<file path="config.mk">
export PLATFORM = sky130hd
export DESIGN_NAME = wishbone_multi_arbiter
export DESIGN_NICKNAME = d
export VERILOG_FILES = /design/src/rtl/wishbone_multi_arbiter.sv
export SDC_FILE = /design/constraint.sdc
export NUM_CORES = 1
export LEC_CHECK = 0
export BUFFER_PORTS_ARGS = -buffer_cell sky130_fd_sc_hd__buf_2
export CAP_MARGIN = 20
export CORE_ASPECT_RATIO = 0.7
export CORE_MARGIN = 3
export CORE_UTILIZATION = 32
export CTS_BUF_LIST = sky130_fd_sc_hd__clkbuf_16
export DETAILED_ROUTE_END_ITERATION = 12
export PLACE_DENSITY_LB_ADDON = 0.3
export SYNTH_ARGS = -nofsm -noshare
export SYNTH_HDL_FRONTEND = slang
export SYNTH_SLANG_ARGS = --single-unit
</file>
<file path="constraint.sdc">
create_clock -name i_clk -period 2.09 [get_ports i_clk]
set_clock_uncertainty 0.1 [all_clocks]
set_input_delay 0.1045 -clock i_clk [delete_from_list [all_inputs] [get_ports i_clk]]
set_output_delay 0.1045 -clock i_clk [all_outputs]
set_load 0.01 [all_outputs]
</file>
<file path="src/rtl/wishbone_multi_arbiter.sv">
// Wishbone N-master to single-slave arbiter with fixed-priority or round-robin
// selection, no preemption, and an optional slave-response watchdog.
module wishbone_multi_arbiter #(
    parameter int N_MASTERS = 2,
    parameter int DATA_W    = 16,
    parameter int ADDR_W    = 24,
    parameter int SEL_W     = 2,
    parameter int MODE      = 0,
    parameter int TIMEOUT   = 0
) (
    input  logic                          i_clk,
    input  logic                          i_rst,
    input  logic [N_MASTERS-1:0]          m_cyc,
    input  logic [N_MASTERS-1:0]          m_stb,
    input  logic [N_MASTERS-1:0]          m_we,
    input  logic [N_MASTERS*ADDR_W-1:0]   m_adr,
    input  logic [N_MASTERS*DATA_W-1:0]   m_o_dat,
    input  logic [N_MASTERS*SEL_W-1:0]    m_sel,
    output logic [N_MASTERS-1:0]          m_ack,
    output logic [N_MASTERS-1:0]          m_err,
    output logic [N_MASTERS-1:0]          m_rty,
    output logic [DATA_W-1:0]             m_i_dat,
    output logic                          wb_cyc,
    output logic                          wb_stb,
    output logic                          wb_we,
    output logic [ADDR_W-1:0]             wb_adr,
    output logic [DATA_W-1:0]             wb_o_dat,
    output logic [SEL_W-1:0]              wb_sel,
    input  logic [DATA_W-1:0]             wb_i_dat,
    input  logic                          wb_ack,
    input  logic                          wb_err,
    input  logic                          wb_rty,
    output logic [N_MASTERS-1:0]          o_grant,
    output logic                          o_timeout
);

    localparam int OW = $clog2(N_MASTERS);

    typedef enum logic {
        IDLE  = 1'b0,
        OWNED = 1'b1
    } state_t;

    state_t                 state_q, state_d;
    logic [OW-1:0]          owner_q, owner_d;
    logic [OW-1:0]          last_q, last_d;
    logic [N_MASTERS-1:0]   grant_q, grant_d;

    logic                   owned;
    logic                   owner_cyc;
    logic                   owner_stb;
    logic                   arb_en;
    logic                   found;
    logic [OW-1:0]          winner;
    logic                   wd_fire;
    logic                   resp_en;
    int                     idx;

    assign owned     = (state_q == OWNED);
    assign owner_cyc = m_cyc[owner_q];
    assign owner_stb = m_stb[owner_q];
    assign arb_en    = !owned || !owner_cyc;

    // Loops run from the far end so the last hit written is the highest priority.
    always_comb begin
        // NOTE: every combinational output gets a default first so no latch is inferred.
        found  = 1'b0;
        winner = '0;
        idx    = 0;
        if (MODE == 0) begin
            for (int i = N_MASTERS - 1; i >= 0; i--) begin
                if (m_cyc[i]) begin
                    found  = 1'b1;
                    winner = OW'(i);
                end
            end
        end else begin
            for (int i = N_MASTERS; i >= 1; i--) begin
                idx = int'(last_q) + i;
                if (idx >= N_MASTERS) idx = idx - N_MASTERS;
                if (m_cyc[idx[OW-1:0]]) begin
                    found  = 1'b1;
                    winner = idx[OW-1:0];
                end
            end
        end
    end

    always_comb begin
        state_d = state_q;
        owner_d = owner_q;
        last_d  = last_q;
        grant_d = grant_q;
        if (arb_en) begin
            if (found) begin
                state_d         = OWNED;
                owner_d         = winner;
                last_d          = winner;
                grant_d         = '0;
                grant_d[winner] = 1'b1;
            end else begin
                state_d = IDLE;
                grant_d = '0;
            end
        end
    end

    // last_q resets to the top index so round-robin starts its search at master 0.
    always_ff @(posedge i_clk or negedge i_rst) begin
        if (!i_rst) begin
            // NOTE: sequential state uses non-blocking assignments only.
            state_q <= IDLE;
            owner_q <= '0;
            last_q  <= OW'(N_MASTERS - 1);
            grant_q <= '0;
        end else begin
            state_q <= state_d;
            owner_q <= owner_d;
            last_q  <= last_d;
            grant_q <= grant_d;
        end
    end

    generate
        if (TIMEOUT > 0) begin : g_wd
            localparam int CW = $clog2(TIMEOUT + 1);
            logic [CW-1:0] wd_cnt_q, wd_cnt_d;
            logic          pending;

            // An ownership change always passes through a wb_cyc=0 cycle, which clears the count.
            always_comb begin
                pending  = wb_cyc && owner_stb && !(wb_ack || wb_err || wb_rty);
                wd_cnt_d = '0;
                if (pending && !wd_fire) wd_cnt_d = wd_cnt_q + 1'b1;
            end

            assign wd_fire = wb_cyc && owner_stb && (wd_cnt_q == CW'(TIMEOUT - 1));

            always_ff @(posedge i_clk or negedge i_rst) begin
                if (!i_rst) wd_cnt_q <= '0;
                else        wd_cnt_q <= wd_cnt_d;
            end
        end else begin : g_no_wd
            assign wd_fire = 1'b0;
        end
    endgenerate

    assign o_timeout = wd_fire;
    assign o_grant   = grant_q;

    assign wb_cyc   = owned && owner_cyc;
    assign wb_stb   = owned && owner_stb && !wd_fire;
    assign wb_we    = owned && m_we[owner_q];
    assign wb_adr   = owned ? m_adr[owner_q*ADDR_W +: ADDR_W]   : '0;
    assign wb_o_dat = owned ? m_o_dat[owner_q*DATA_W +: DATA_W] : '0;
    assign wb_sel   = owned ? m_sel[owner_q*SEL_W +: SEL_W]     : '0;

    // A watchdog error replaces whatever the slave answered in that cycle.
    assign resp_en = owned && !wd_fire;
    assign m_ack   = (resp_en && wb_ack) ? grant_q : '0;
    assign m_rty   = (resp_en && wb_rty) ? grant_q : '0;
    assign m_err   = ((resp_en && wb_err) || wd_fire) ? grant_q : '0;
    assign m_i_dat = wb_i_dat;

endmodule

</file>
==> results summary <==
Synthesis instantiated 20 different standard cells from the library. The clock root buffer master is sky130_fd_sc_hd__clkbuf_16. The die area came out at between 4000 and 5000 um^2. The final critical-path required period came out at 1.58 ns. STA classifies the critical path startpoint as a flip-flop.

The number of max-cap violations is 0. The first global-routing pass estimated 6.07 mm of wire. The post-route setup TNS is 0 ns. The total buffers and inverters traversed by the critical path is 2.

The final max-slew violation count is 0. The total I/O pin count came out at about 180. The total grt overflow came out at 0. The initial antenna violation count was 0. In the global route stage, met3 resource usage came out at 0.0536. The number of stages on the worst setup path is 3. The number of synthesized register bits is 4.

After clock tree synthesis, the repair step resized 0 gates. For this run, the top clock speed supported by timing is 0.635 GHz. On the critical path the largest part of the delay comes from flip-flops. The longest clock path from root to sink contains 2 buffers.

After legalization and detailed placement, the total HPWL measured between 3 and 4 mm. The routed wirelength normalized by instance count is roughly 13 um. The via-per-instance ratio came out at ~4.4.

Detailed routing inserted a total of 1408 vias. The critical path ends at wb_adr[8]. TritonCTS built the clock tree. The global routing stage identified its most utilized layer as met2. Summed over all layers, the routed wires come to roughly 4 mm.

The maximum number of pins on one net before global-route repair is 33. At the worst endpoint, the required time is roughly 1.9 ns. The worst register-to-register path begins at owned$_DFFE_PN0P_. The number of cells traversed by the worst register-to-register path is 3.

The endpoint of the most critical register-to-register path is owner_q$_DFFE_PN0P_. The net count after synthesis is about 250. The path class of the tightest hold or removal check is in2reg. The number of buffers created by CTS is 3. The count of nets left with antenna violations after detail routing came out at 0.

The layout-stage area growth over the synthesis result is 58.2%. The remaining routing DRC violations is 0. Dividing the final minimum period by the clock period gives 0.754.

Setup repair after global routing left no endpoint under its margin. 0 antenna diodes ended up in the layout. The highest cell delay on the worst timing path is roughly 0.54 ns.

The worst setup path is captured at an output pin. Along the worst path, the maximum fanout reaches 21. The flop-to-flop setup slack came out at between 0.7 and 0.8 ns.

The count of final hold-check violations came to 0. The final hold slack came out at around 0.058 ns. The number of standard-cell rows in the floorplan is 17.

The count of TritonRoute iterations in the first routing pass is 2. The number of failing setup endpoints in the final timing report came out at 0. The mean instance size in the synthesized netlist is between 8 and 9 um^2. The y dimension of the die is about 57 um. The critical setup path kind is reg2out. The signal on the critical path passes through buf_4 > nor2b_1 > buf_2. The combined area of all synthesized cells is between 1000 and 1500 um^2.

The core box area is around 3400 um^2. The clock latency on the worst-skew pair came out at 0.22 ns. The number of levels in the clock H-tree came out at 1. From left edge to right edge, the die measures 79.4 um.

The overall track demand over capacity in global routing is 0.163. For this design, the slowest cell found on the critical path is sky130_fd_sc_hd__dfrtp_1. The sequential element share of the synthesized area is 0.0830. The placer's final routability congestion estimate is just over 0.7. The synthesized netlist cell count is 142.

The total non-filler cell area in the finished layout came out at around 1900 um^2. IR analysis of the VDD net gives a maximum drop of 0.352 mV. The number of sinks driven by the clock tree came out at 4. The number of nets at the end of the flow came out at 382. The placement-stage cell area is ~1800 um^2. The violation count after the first detailed-route iteration is 12.

The fraction of layout cells with a size suffix above 1 is 0.585. Input and output buffers added on the ports amount to around 150. For this run, global-route usage on met1 was measured as 0.178.

The number of global-route vias before repair came out at about 1400. The leakage power summed over all cells is between 1 and 1.5 nW. The clock slew seen by the registers of the worst setup and hold paths came out at around 0.030 ns. The initial core utilization is 0.357. The beginning of the critical path is owned$_DFFE_PN0P_.

The worst endpoint data arrival time is around 1.4 ns. The total power per unit cell area came out at 481 nW/um^2. The flow ran to the end, and the final reports show no timing, DRC or antenna violations. The global-route met2 utilization came out at 0.308. The total of warnings raised by yosys came out at 0.
per-stage QoR:
| step | setup WS (ns) | std cells | utilization | power (mW) |
|---|---|---|---|---|
| global placement | 0.728 | 312 | 0.538 | 0.614 |
| detailed placement | 0.731 | 312 | 0.538 | 0.619 |
| finish | 0.515 | 317 | 0.564 | 0.918 |
| floorplan | 0.953 | 142 | - | 0.449 |
| CTS | 0.485 | 317 | 0.564 | 0.932 |
| global route | 0.382 | 317 | 0.564 | 0.984 |
registers in the layout, indices dropped and copies added (netlist names):
signal   flops
o_grant      2
owned        1
owner_q      1
layer usage:
metal / vias up / wire length (um)
met5: - / 0
met1: 611 / 1510
met3: 6 / 477
met2: 78 / 1940
li1: 713 / -
met4: 0 / 32
synthesized netlist by cell type, drive strengths merged:
master  count  share of area
mux2i      45           0.37
or2         1         0.0052
and4b       1         0.0083
a22o        1         0.0073
o211ai      1         0.0062
inv         1         0.0031
a21boi      1         0.0062
a21bo       1         0.0083
nand4       1         0.0052
clkbuf      5          0.016
nand2b      1         0.0052
buf        24           0.19
nor2b      46           0.24
and3        6          0.031
dfrtp       4          0.083
conb        1         0.0031
nand3b      2          0.012
final cells by class:
cell class              instances  area, um^2
repair buffers                153         808
clock inverters                 1        3.75
flip-flops and latches          4         101
fillers                       334        1470
multi-input cells             108         857
well taps                      47        58.8
clock buffers                   3        75.1
inverters                       1        3.75
power by group:
part / internal, mW / switching (mW) / total, mW / leakage, nW
Sequential: 0.0871 / 0.0165 / 0.104 / 0.0459
Combinational: 0.273 / 0.237 / 0.510 / 1.08
Clock: 0.247 / 0.0574 / 0.305 / 0.0423
worst min-delay path by stage:
stage / cells past startpoint / slack, ns / from / end
final: 2 / 0.06 / m_cyc[0] / owned$_DFFE_PN0P_
after global routing: 2 / 0.08 / m_cyc[0] / owned$_DFFE_PN0P_
after CTS: 2 / 0.05 / m_cyc[0] / owned$_DFFE_PN0P_
after detailed placement: 1 / -0.18 / i_rst / o_grant[1]$_DFFE_PN0P_
after global placement: 1 / -0.19 / i_rst / o_grant[1]$_DFFE_PN0P_
after floorplan: 0 / -0.29 / i_rst / o_grant[0]$_DFFE_PN0P_
kinds of logic (layout without fill, tap and decap cells):
family	count (synthesis)	count (layout)	synth area share
muxes	45	45	0.373
DFF	4	4	0.0830
other	1	1	0.00311
buffers and inverters	30	158	0.206
AOI/OAI and AO/OA	4	4	0.0280
and+or+nand+nor	58	58	0.306
cells in the final DEF (no fill, tap or decap), types with 2 or more instances in the layout:
cell type                     n
sky130_fd_sc_hd__and3_1       6
sky130_fd_sc_hd__mux2i_1     45
sky130_fd_sc_hd__buf_4        3
sky130_fd_sc_hd__nor2b_1     46
sky130_fd_sc_hd__buf_12       2
sky130_fd_sc_hd__dfrtp_1      3
sky130_fd_sc_hd__clkbuf_16    3
sky130_fd_sc_hd__nand3b_1     2
sky130_fd_sc_hd__buf_2      147
sky130_fd_sc_hd__inv_1        2
worst reg2reg max path, delay by kind of cell (launching register included):
kind                   cells  cell delay (ns)
AO/OA/AOI/OAI              2             0.36
buffers and inverters      1             0.23
flip-flops                 1             0.50
repair_timing:
action | 4_1_cts | 5_1_grt
setup buffers | 0 | 0
hold endpoints to repair | 4 | 0
endpoints found under the setup margin | 0 | 0
hold buffers | 1 | 0
(Power assumes the default switching activity.)
